<file path="src/rtl/traffic_light_pkg.sv">
// Shared types for the intersection car light and its consumers.
//   traffic_light_t  : car light encoding (2'b11 is not a legal light)
//   ped_state_t      : pedestrian crossing controller phases
//   legal_light_step : 1 when prev -> cur is an allowed car light step
package traffic_light_pkg;

  typedef enum logic [1:0] {
    GREEN  = 2'd0,
    YELLOW = 2'd1,
    RED    = 2'd2
  } traffic_light_t;

  typedef enum logic [2:0] {
    IDLE,
    ARM,
    WALK,
    FLASH,
    CLEAR
  } ped_state_t;

  // Allowed steps: hold the same light, or advance G->Y, Y->R, R->G.
  // Any step touching the unused encoding is illegal, even "holding" it.
  function automatic bit legal_light_step(input traffic_light_t prev,
                                          input traffic_light_t cur);
    bit ok;
    ok = 1'b0;
    case ({prev, cur})
      {GREEN,  GREEN }: ok = 1'b1;
      {YELLOW, YELLOW}: ok = 1'b1;
      {RED,    RED   }: ok = 1'b1;
      {GREEN,  YELLOW}: ok = 1'b1;
      {YELLOW, RED   }: ok = 1'b1;
      {RED,    GREEN }: ok = 1'b1;
      default:          ok = 1'b0;
    endcase
    return ok;
  endfunction

endpackage

</file>
<file path="src/rtl/ped_phase_timer.sv">
// Down counter timing the WALK / FLASH / CLEAR phases.
//   clk, asyn_n_reset : clock, synchronous active-low reset
//   load, load_value  : load a phase length (wins over enable)
//   enable            : decrement while non-zero
//   value             : current count
//   done              : count is 1, i.e. this is the last cycle of the phase
module ped_phase_timer #(
  parameter int TW = 4
) (
  input  logic          clk,
  input  logic          asyn_n_reset,
  input  logic          load,
  input  logic [TW-1:0] load_value,
  input  logic          enable,
  output logic [TW-1:0] value,
  output logic          done
);

  logic [TW-1:0] value_q;
  logic [TW-1:0] value_d;

  // Saturate at zero so an idle timer never wraps into a false done.
  always_comb begin
    value_d = value_q;
    if (load) begin
      value_d = load_value;
    end else if (enable && (value_q != '0)) begin
      value_d = value_q - TW'(1);
    end
  end

  always_ff @(posedge clk) begin
    if (!asyn_n_reset) begin
      value_q <= '0;
    end else begin
      value_q <= value_d;
    end
  end

  assign value = value_q;
  assign done  = (value_q == TW'(1));

endmodule

</file>
<file path="src/rtl/ped_crossing_ctrl.sv">
// Pedestrian crossing controller beside the intersection car light.
// Latches crossing requests, asks the light controller to hold RED, runs
// WALK -> FLASH -> CLEAR once RED is seen, and checks the car light sequence.
//   clk, asyn_n_reset : clock, synchronous active-low reset
//   car_light         : observed car light
//   button            : pedestrian request level
//   req_pending       : request latched, not yet served
//   hold_red          : ask the light controller to reach / keep RED
//   walk, dont_walk   : pedestrian lamps
//   countdown         : cycles left of WALK+FLASH, 0 elsewhere
//   seq_err           : sticky, illegal car light step observed
//   conflict_err      : sticky, car light left RED during a pedestrian phase
module ped_crossing_ctrl
  import traffic_light_pkg::*;
#(
  parameter int WALK_CYCLES  = 8,
  parameter int FLASH_CYCLES = 6,
  parameter int CLEAR_CYCLES = 2,
  // Derived from the phase lengths; not meant to be overridden.
  parameter int CW = $clog2(WALK_CYCLES + FLASH_CYCLES + 1)
) (
  input  logic           clk,
  input  logic           asyn_n_reset,
  input  traffic_light_t car_light,
  input  logic           button,
  output logic           req_pending,
  output logic           hold_red,
  output logic           walk,
  output logic           dont_walk,
  output logic [CW-1:0]  countdown,
  output logic           seq_err,
  output logic           conflict_err
);

  localparam int TW = $clog2(WALK_CYCLES + FLASH_CYCLES + CLEAR_CYCLES + 1);

  ped_state_t    state_q, state_d;
  logic          req_pending_q, req_pending_d;
  logic          hold_red_q, hold_red_d;
  logic          walk_q, walk_d;
  logic          dont_walk_q, dont_walk_d;
  logic [CW-1:0] countdown_q, countdown_d;
  logic          conflict_err_q, conflict_err_d;
  logic          seq_err_q, seq_err_d;
  traffic_light_t prev_light_q;
  logic          prev_valid_q;

  logic          timer_load;
  logic [TW-1:0] timer_load_value;
  logic [TW-1:0] timer_value;
  logic          timer_done;
  logic          ped_active;
  logic          conflict;

  ped_phase_timer #(.TW(TW)) u_timer (
    .clk         (clk),
    .asyn_n_reset(asyn_n_reset),
    .load        (timer_load),
    .load_value  (timer_load_value),
    .enable      (1'b1),
    .value       (timer_value),
    .done        (timer_done)
  );

  assign ped_active = (state_q == WALK) || (state_q == FLASH) || (state_q == CLEAR);
  assign conflict   = ped_active && (car_light != RED);

  // State register.
  always_ff @(posedge clk) begin
    if (!asyn_n_reset) begin
      state_q <= IDLE;
    end else begin
      state_q <= state_d;
    end
  end

  // Next state. Conflict is tested before the timer so it beats expiry.
  always_comb begin
    state_d = state_q;
    case (state_q)
      IDLE: begin
        if (req_pending_q) begin
          state_d = (car_light == RED) ? WALK : ARM;
        end
      end
      ARM: begin
        if (car_light == RED) state_d = WALK;
      end
      WALK: begin
        if (conflict)        state_d = IDLE;
        else if (timer_done) state_d = FLASH;
      end
      FLASH: begin
        if (conflict)        state_d = IDLE;
        else if (timer_done) state_d = CLEAR;
      end
      CLEAR: begin
        if (conflict || timer_done) state_d = IDLE;
      end
      default: state_d = IDLE;
    endcase
  end

  // Output and timer control, all computed for the state being entered so
  // every registered output lines up with state_q.
  always_comb begin
    timer_load       = (state_d != state_q);
    timer_load_value = '0;
    case (state_d)
      WALK:    timer_load_value = TW'(WALK_CYCLES);
      FLASH:   timer_load_value = TW'(FLASH_CYCLES);
      CLEAR:   timer_load_value = TW'(CLEAR_CYCLES);
      default: timer_load_value = '0;
    endcase

    // Serving the request clears it; a press that same cycle is dropped.
    req_pending_d = req_pending_q;
    if (((state_q == IDLE) || (state_q == ARM)) && (state_d == WALK)) begin
      req_pending_d = 1'b0;
    end else if (button && (state_q != WALK)) begin
      req_pending_d = 1'b1;
    end

    hold_red_d = (state_d != IDLE);

    walk_d = 1'b0;
    if (state_d == WALK) begin
      walk_d = 1'b1;
    end else if (state_d == FLASH) begin
      walk_d = (state_q == FLASH) ? ~walk_q : 1'b0;
    end
    dont_walk_d = !((state_d == WALK) || (state_d == FLASH));

    countdown_d = '0;
    if ((state_d == WALK) && (state_q != WALK)) begin
      countdown_d = CW'(WALK_CYCLES + FLASH_CYCLES);
    end else if ((state_d == WALK) || (state_d == FLASH)) begin
      countdown_d = countdown_q - CW'(1);
    end

    conflict_err_d = conflict_err_q | conflict;
  end

  always_ff @(posedge clk) begin
    if (!asyn_n_reset) begin
      req_pending_q  <= 1'b0;
      hold_red_q     <= 1'b0;
      walk_q         <= 1'b0;
      dont_walk_q    <= 1'b1;
      countdown_q    <= '0;
      conflict_err_q <= 1'b0;
    end else begin
      req_pending_q  <= req_pending_d;
      hold_red_q     <= hold_red_d;
      walk_q         <= walk_d;
      dont_walk_q    <= dont_walk_d;
      countdown_q    <= countdown_d;
      conflict_err_q <= conflict_err_d;
    end
  end

  // Car light sequence checker, independent of the pedestrian FSM. The first
  // cycle after reset has no previous light to compare against.
  always_comb begin
    seq_err_d = seq_err_q;
    if (prev_valid_q && !legal_light_step(prev_light_q, car_light)) begin
      seq_err_d = 1'b1;
    end
  end

  always_ff @(posedge clk) begin
    if (!asyn_n_reset) begin
      seq_err_q    <= 1'b0;
      prev_light_q <= GREEN;
      prev_valid_q <= 1'b0;
    end else begin
      seq_err_q    <= seq_err_d;
      prev_light_q <= car_light;
      prev_valid_q <= 1'b1;
    end
  end

  assign req_pending  = req_pending_q;
  assign hold_red     = hold_red_q;
  assign walk         = walk_q;
  assign dont_walk    = dont_walk_q;
  assign countdown    = countdown_q;
  assign seq_err      = seq_err_q;
  assign conflict_err = conflict_err_q;

endmodule

</file>
<file path="config.mk">
export PLATFORM = sky130hd
export DESIGN_NAME = ped_crossing_ctrl
export DESIGN_NICKNAME = d
export VERILOG_FILES = /design/src/rtl/traffic_light_pkg.sv /design/src/rtl/ped_phase_timer.sv /design/src/rtl/ped_crossing_ctrl.sv
export SDC_FILE = /design/constraint.sdc
export NUM_CORES = 1
export LEC_CHECK = 0
export CAP_MARGIN = 0
export CORE_ASPECT_RATIO = 0.75
export CORE_MARGIN = 8
export CORE_UTILIZATION = 52
export DETAILED_ROUTE_END_ITERATION = 8
export PLACE_DENSITY = 0.89
export SYNTH_ARGS = -nofsm -noshare
export SYNTH_HDL_FRONTEND = slang
export SYNTH_SLANG_ARGS = --single-unit
</file>
<file path="constraint.sdc">
create_clock -name clk -period 1.9 [get_ports clk]
set_clock_uncertainty 0.05 [all_clocks]
set_input_delay 0.285 -clock clk [delete_from_list [all_inputs] [get_ports clk]]
set_output_delay 0.285 -clock clk [all_outputs]
set_load 0.03 [all_outputs]
</file>
### Word level (Yosys, flattened, before mapping)

Cells that the tools add are included.
W data, S select, Z words.

* register bits after elaboration: 21

* add/subtract/negate cells: 2
* bitwise operators: 4
* reduce and logical (&&, ||, !) cells: 20
* multiplexer cells: 19
* equality and inequality tests: 17

Operator list (count)
* $mux W3: 7
* $pmux W3 S5: 1
* $eq A3 B2 Y1 const B: 4
* $pmux W4 S3: 1
* $mux W5: 2
* $eq A4 B3 Y1 const B: 2
* $eq A4 B4 Y1 const B: 2
* $mux W4: 2
* $eq A3 B3 Y1 const B: 2
* $reduce_or A6 Y1: 1
* $eq A5 B1 Y1 const B: 1
* $logic_and A1 B1 Y1: 5
* $logic_or A1 B1 Y1: 5
* $mux W1: 5
* $reduce_bool A5 Y1: 1
* $sub A5 B1 Y5 const B: 1
* $eq A4 B1 Y1 const B: 1
* $logic_not A4 Y1: 1
* $sub A4 B1 Y4 const B: 1
* $eq A3 B1 Y1 const B: 1
* $logic_not A3 Y1: 1
* $ne A3 B2 Y1 const B: 1
* $ne A3 B3 Y1: 1
* $not A1 Y1: 3
* other kinds (9): 10

### Depth between registers and ports, before layout

Gate-level depths: netlist of run 1.

* depth in word-level cells: 11
* depth in mapped cells: 6
* depth with buffers taken out: 6

### Cells and area by module

From an unflattened synthesis of run 1, not the netlist that was laid out.

* cell total of the unflattened synthesis: 118
* area, all modules: 1059.8 µm²

Modules (own cells, without submodules)
* ped_crossing_ctrl: area each 742.0 µm², instances 1, cells an instance 78, sequential area each 320.3 µm²
* ped_phase_timer: area each 317.8 µm², instances 1, cells an instance 40, sequential area each 100.1 µm²

### Worst setup path before layout of run 1

Ideal clock, no wire load.

* path type: reg2reg
* from: register u_timer.value_q[0] (netlist: u_timer.value[0])
* to: register u_timer.value_q[1] (netlist: u_timer.value[1])
* period minus slack after synthesis: 1.581 ns
* buffers on the path: 0
* setup slack: 0.319 ns
* arrival: 1.413 ns
* library setup time: 0.119 ns
* cell stages (with the launch flop): 7
* path through: dfxtp_1 inv_1 ha_1 or4b_1 nor2_1 a21oi_1 o221a_1

* cells in the longest elaborated chain, start to end: 7
* elaborated cells on any way between the ends: 18
* those cells by class: add/sub (1); eq/ne (5); mux (9); reduce/logical (3)

Ends and longest elaborated chain
* from (decl): line ped_phase_timer.sv:19 `logic [TW-1:0] value_q;`
* from (signal assigned): line ped_phase_timer.sv:36 `value_q <= value_d;`
* $eq A5 B1 Y1: line ped_phase_timer.sv:41 `assign done = (value_q == TW'(1));`
* $mux W3, or another cell as far along: line ped_crossing_ctrl.sv:95 `else if (timer_done) state_d = CLEAR;`
* $mux W3 (on tied branches): line ped_crossing_ctrl.sv:94, ped_crossing_ctrl.sv:90, ped_crossing_ctrl.sv:98
* $pmux W3 S5: line ped_crossing_ctrl.sv:80 `case (state_q)`
* $eq A3 B3 Y1 or $eq A3 B2 Y1 (tied branches): line ped_crossing_ctrl.sv:109 `case (state_d)`
* $pmux W4 S3: line ped_crossing_ctrl.sv:109
* $mux W5: line ped_phase_timer.sv:25 `if (load) begin`

Parallel ways exist; a longest one is shown, timed or not. The select of a mux whose other input is x is not followed.
A chain may end at the register's enable or synchronous reset.

### Final worst setup path of run 1

* from: register req_pending_q (netlist: req_pending)
* to: output port req_pending

RTL lines
* from (decl): line ped_crossing_ctrl.sv:38 `logic req_pending_q, req_pending_d;`
* from (signal assigned): line ped_crossing_ctrl.sv:153 `req_pending_q <= req_pending_d;`
* to (decl): line ped_crossing_ctrl.sv:26 `output logic req_pending,`

No word-level cell between the ends.

==> metrics.txt, run 1 <==
status=finished, final reports clean; pre-CTS worst setup slack=0.0155 ns; fraction of layout cells with a size suffix above 1=0.114; most frequent cell after synthesis=dfxtp_1; Setup crit end kind=primary output; CTS Buffer Depth=2; drt wl/cell=13.3 µm; Mean Syn Cell Area=9.16 µm²; met1 GRT Util=0.128; DIE HEIGHT=54.5 µm; pwr dens=1010 mW/mm²; Distinct cells, synth=36; CP Max Fanout=5; WL final=2080 µm; Slew Limit Fails=0; Post-Layout Cell Count=156; Row Count=14; period utilisation layout=0.922; fraction of registers with async set/reset=0; fin nets=142; Arr. time, crit path=1.42 ns; vias in the first global route=803; sequential share of the synthesized area=0.410; WHS=0.425 ns; clock sinks=21; Die W=67.3 µm; biggest cell delay along the critical path=0.70 ns; critical path class=reg2out; Peak VDD IR=0.784 mV; Synth Flop Type=dfxtp_1; share of the synthesized area in the top cell type=0.410; Worst-Margin Slew=0.378 ns; CTS resizes=0; GR Util met2=0.225; diodes inserted=0; worst hold path type=reg2reg; Finished Core Util=0.644; min Tclk post-route=1.75 ns; startpoint types=register; fmax=571 MHz; largest net degree at the start of global routing=12; final setup TNS=0 ns; Leak Pwr=0.494 nW; first-pass GRT wire length=3370 µm; initial antenna violation count=0; GR Layer Usage met3=0.0429; post-synth top area cell=dfxtp_1; I/O pin total=15; DR iter-0 viols=35; via count=835; number of buffers created by CTS=3; Net Count, Synth=121; final setup fails=0; drt pass-1 iters=4; max_cap viols=0; Hold Fails Final Rpt=0; critical path's slowest cell=clkdlybuf4s50_1; WP data required=1.56 ns; Reg clk slew, reported paths=0.11 ns; RSZ-0062 raised after global routing=no; global route hottest layer=met2; worst skew pair latency=0.30 ns; antenna viol nets, final=0; CP delay by family, top=buffers and inverters; Area Overhead vs Synth=21.0%; Buf/Inv on CP=1; H-tree levels=1; Ys Warns=0; Rel. slew slack=0.747; Syn Inst Count=112; core area=0.00193 mm²; die area=0.00367 mm²; # DRC=0; CTS tree=built; gpl congestion=0.907; Post-synth EDFFs=0; CP cell instances=clkdlybuf4s50_1; GR Overflow Total=0; gr usage total=0.122; Inst Count DP=150; setup slack after layout=0.147 ns; most common library cells after synthesis=21 x dfxtp_1, 8 x nand2_1, 8 x nor2_1, 7 x inv_1; flops & latches, synth=21; FILL cells=168; Post-Syn Area=0.00103 mm²; Buffers on Ports=14; root buffer selected by CTS=clkbuf_4; Initial Utilization=0.532; DPL Wire Length=1600 µm; vias per inst=5.35; largest cells by area after synthesis=dfxtp_1 41%, ha_1 4.9%, xnor2_1 3.4%
-- cell families (layout without fill, tap and decap cells) --
logic type	after synthesis	after routing	synth area share
DFF	21	21	0.410
and+or+nand+nor	48	48	0.274
xor gates and xnor gates	4	4	0.0341
AOI/OAI and AO/OA	22	22	0.163
buffers and inverters	12	32	0.0585
muxes	1	1	0.0110
adders and majority gates	4	4	0.0488
-- cells in the final DEF (no fill, tap or decap), types with 2 or more instances in the layout --
cell type / netlist / routed
o21a_1: 2 / 2
nor2_1: 8 / 8
nor3_1: 4 / 4
a21oi_1: 5 / 5
xnor2_1: 4 / 4
dfxtp_1: 21 / 21
nand3_1: 4 / 4
buf_4: 2 / 7
o21ai_1: 3 / 3
nand2_1: 8 / 8
ha_1: 4 / 4
and2_1: 3 / 3
clkdlybuf4s50_1: 0 / 14
o21ai_0: 4 / 4
clkbuf_4: 0 / 3
inv_1: 7 / 7
nor3b_1: 2 / 2
or3_1: 2 / 2
and2b_1: 2 / 2
nand4_1: 2 / 2
nand2b_1: 5 / 5
nor2b_1: 3 / 3
-- timing repair --
action                                  CTS  global route
hold buffers                              0             0
setup buffers                             0             2
endpoints found under the setup margin    0             2
-- worst register-to-register path, cell delays in order (launching register included) --
cell     delay, ns
dfxtp_1       0.36
inv_1         0.09
ha_1          0.19
or4b_1        0.51
nor2_1        0.11
a21oi_1       0.05
o221a_1       0.23
-- sequential cells by signal, summed over array words and instances (netlist names) --
register and cells:
conflict_err 1, countdown 4, dont_walk 1, hold_red 1, prev_light_q 2, prev_valid_q 1
req_pending 1, seq_err 1, state_q 3, u_timer.value 5, walk 1
-- power by group --
| part | internal [mW] | total [mW] | switching [mW] | leakage [nW] |
|---|---|---|---|---|
| registers | 0.499 | 0.569 | 0.0704 | 0.173 |
| logic | 0.237 | 0.472 | 0.235 | 0.306 |
| clock network | 0.0819 | 0.207 | 0.126 | 0.0150 |
| total | 0.817 | 1.25 | 0.431 | 0.494 |
-- worst paths after layout --
check                                 startpoint                to  slack, ns  cells past startpoint
worst max-delay path                 req_pending       req_pending       0.15                      1
worst min-delay path                     seq_err           seq_err       0.43                      1
worst max register to register  u_timer.value[0]  u_timer.value[1]       0.21                      6
worst min register to register           seq_err           seq_err       0.43                      1
-- layout make-up --
class	instances	area, µm²	area share
inverter	7	26.3	0.0212
tap	24	30.0	0.0242
clock buffer	4	26.3	0.0212
sequential	21	420	0.339
timing repair buffer	21	193	0.155
multi-input combinational	79	546	0.440
-- through the flow --
step	area [µm²]	total power [mW]
final	1240	1.25
after detailed placement	1200	1.03
after CTS	1230	1.24
after floorplan	1030	0.915
after global routing	1240	1.33
after global placement	1200	1.00
-- per-layer routing --
metal / vias up / part of all wire
li1: 428 / -
met3: 4 / 0.045
met2: 26 / 0.47
met1: 377 / 0.47
met5: - / 0
met4: 0 / 0.010
No activity file was read; power rests on OpenSTA's default activity.
==> run 2: changes to the inputs <==
- ABC_AREA: not set -> 1
- CAP_MARGIN: 0 -> not set
==> metrics.txt, run 2 <==
Mean Syn Cell Area=7.84 µm²; clock sinks=21; post-synth top area cell=dfxtp_1; FILL cells=125; Net Count, Synth=140; gr usage total=0.136; number of buffers created by CTS=3; Syn Inst Count=131; Initial Utilization=0.533; Hold Fails Final Rpt=0; fraction of layout cells with a size suffix above 1=0.285; # DRC=0; Die W=67.3 µm; Worst-Margin Slew=0.327 ns; WP data required=2.08 ns; CP cell instances=inv_4, ha_4, inv_1, nor2_2, nand2_2, nand2_2, nand2_2, nand2_2, nand2_2, nand2_4, nand3_4, nor2_4, nand2_2, a21oi_2; Tot Pwr=1.52 mW; worst hold path type=reg2reg; CP dominant cell by count=nand2_2; storage element area=427 µm²; WL final=2420 µm; I/O pin total=15; largest cells by area after synthesis=dfxtp_1 41%, nand2_1 9.9%, inv_1 6.6%; final setup TNS=0 ns; DPL Wire Length=1770 µm; vias per inst=5.25; commonest non-fill, non-tap cell in the layout=nand2_1; min Tclk post-route=1.80 ns; CP Max Fanout=6; Setup crit end kind=register; Post-synth EDFFs=0; Post-Layout Cell Count=189; Leak Pwr=0.611 nW; Row Count=14; Inst Count DP=180; fmax=556 MHz; biggest cell delay along the critical path=0.37 ns; CTS Hold Bufs=0; Buffers on Ports=14; root buffer selected by CTS=clkbuf_4; CTS Buffer Depth=2; most frequent cells in the layout=21 x nand2_1, 18 x dfxtp_1, 17 x inv_1, 16 x buf_4, 14 x clkdlybuf4s50_1; Slew Limit Fails=0; fraction of registers with async set/reset=0; Area Overhead vs Synth=35.4%; pre-CTS worst setup slack=-0.103 ns; die area=0.00367 mm²; period utilisation layout=0.946; Finished Core Util=0.722; diodes inserted=0; GR Overflow Total=0; Ys Warns=0; startpoint types=register; drt pass-1 iters=7; DR iter-0 viols=79; placed inst area=0.00128 mm²; DIE HEIGHT=54.5 µm; Peak VDD IR=0.723 mV; CTS tree=built; multi-input combinational cell area=567 µm²; H-tree levels=1; largest net degree at the start of global routing=14; status=finished, final reports clean; final setup fails=0; fin nets=175; core area=0.00193 mm²; antenna viol nets, final=0; max_cap viols=0; max FFs per register=5; fin area=0.00139 mm²; drt wl/cell=12.8 µm; flops & latches, synth=21; via count=992; worst skew pair latency=0.30 ns; Post-Syn Area=0.00103 mm²; WHS=0.411 ns; pwr dens=1090 mW/mm²; gpl congestion=0.958; sequential share of the synthesized area=0.409; share of the synthesized area in the top cell type=0.409; most frequent cell after synthesis=nand2_1; first-pass GRT wire length=3800 µm; Distinct cells, synth=26; Arr. time, crit path=1.98 ns; Rel. slew slack=0.781; setup slack after layout=0.102 ns; critical path class=reg2reg; most common library cells after synthesis=27 x nand2_1, 21 x dfxtp_1, 18 x inv_1, 8 x nand3_1, 8 x nor2_1; critical path's slowest cell=dfxtp_4; vias in the first global route=920; Synth Flop Type=dfxtp_1; initial antenna violation count=0; Reg clk slew, reported paths=0.12 ns
run 2: kinds of logic after synthesis:
family / after synthesis / share of synthesized area
AOI/OAI and AO/OA: 14 / 0.0816
adders and majority gates: 4 / 0.0487
muxes: 1 / 0.0110
xor gates and xnor gates: 5 / 0.0426
buffers and inverters: 20 / 0.0731
and+or+nand+nor: 66 / 0.334
DFF: 21 / 0.409
run 2: routing by layer:
metal  GRT usage  part of all wire
met4      0.0277            0.0099
met5           0                 0
met1       0.145              0.40
met2       0.258              0.52
met3      0.0470             0.073
run 2: layout make-up:
cell class,instances,share of cell area
Sequential cell,21,0.307
Inverter,20,0.0558
Timing Repair Buffer,30,0.187
Clock inverter,1,0.00540
Tap cell,24,0.0216
Clock buffer,3,0.0162
Multi-Input combinational cell,90,0.407
run 2: worst max-delay path, delay by kind of cell, from the launching register on:
family          cells  cell delay [ns]
simple gates       10             0.98
flops               1             0.37
buf+inv             2             0.10
compound gates      1             0.10
fa+ha+maj           1             0.11
run 2: path summary, 6_finish.rpt:
kind,end,start,slack [ns],depth (start not counted)
max reg2reg,u_timer.value[1],u_timer.value[1],0.10,14
min reg2reg,conflict_err,conflict_err,0.41,2
min,conflict_err,conflict_err,0.41,2
max,u_timer.value[1],u_timer.value[1],0.10,14
run 2: repair_timing:
action / CTS / global route
gates resized for setup: 1 / 15
pin swaps: 0 / 10
setup buffers: 0 / 5
endpoints found under the setup margin: 1 / 6
run 2: power breakdown:
part           internal [mW]  switching [mW]  total (mW)  leakage (nW)
Combinational          0.303           0.414       0.717         0.423
Sequential             0.519          0.0727       0.591         0.174
Clock                 0.0801           0.135       0.215        0.0139
==> run 3: changes to the inputs <==
- CTS_CLUSTER_SIZE: not set -> 16
==> results of run 3 <==
Final layout, timing and power as in run 2 (identical DEF).
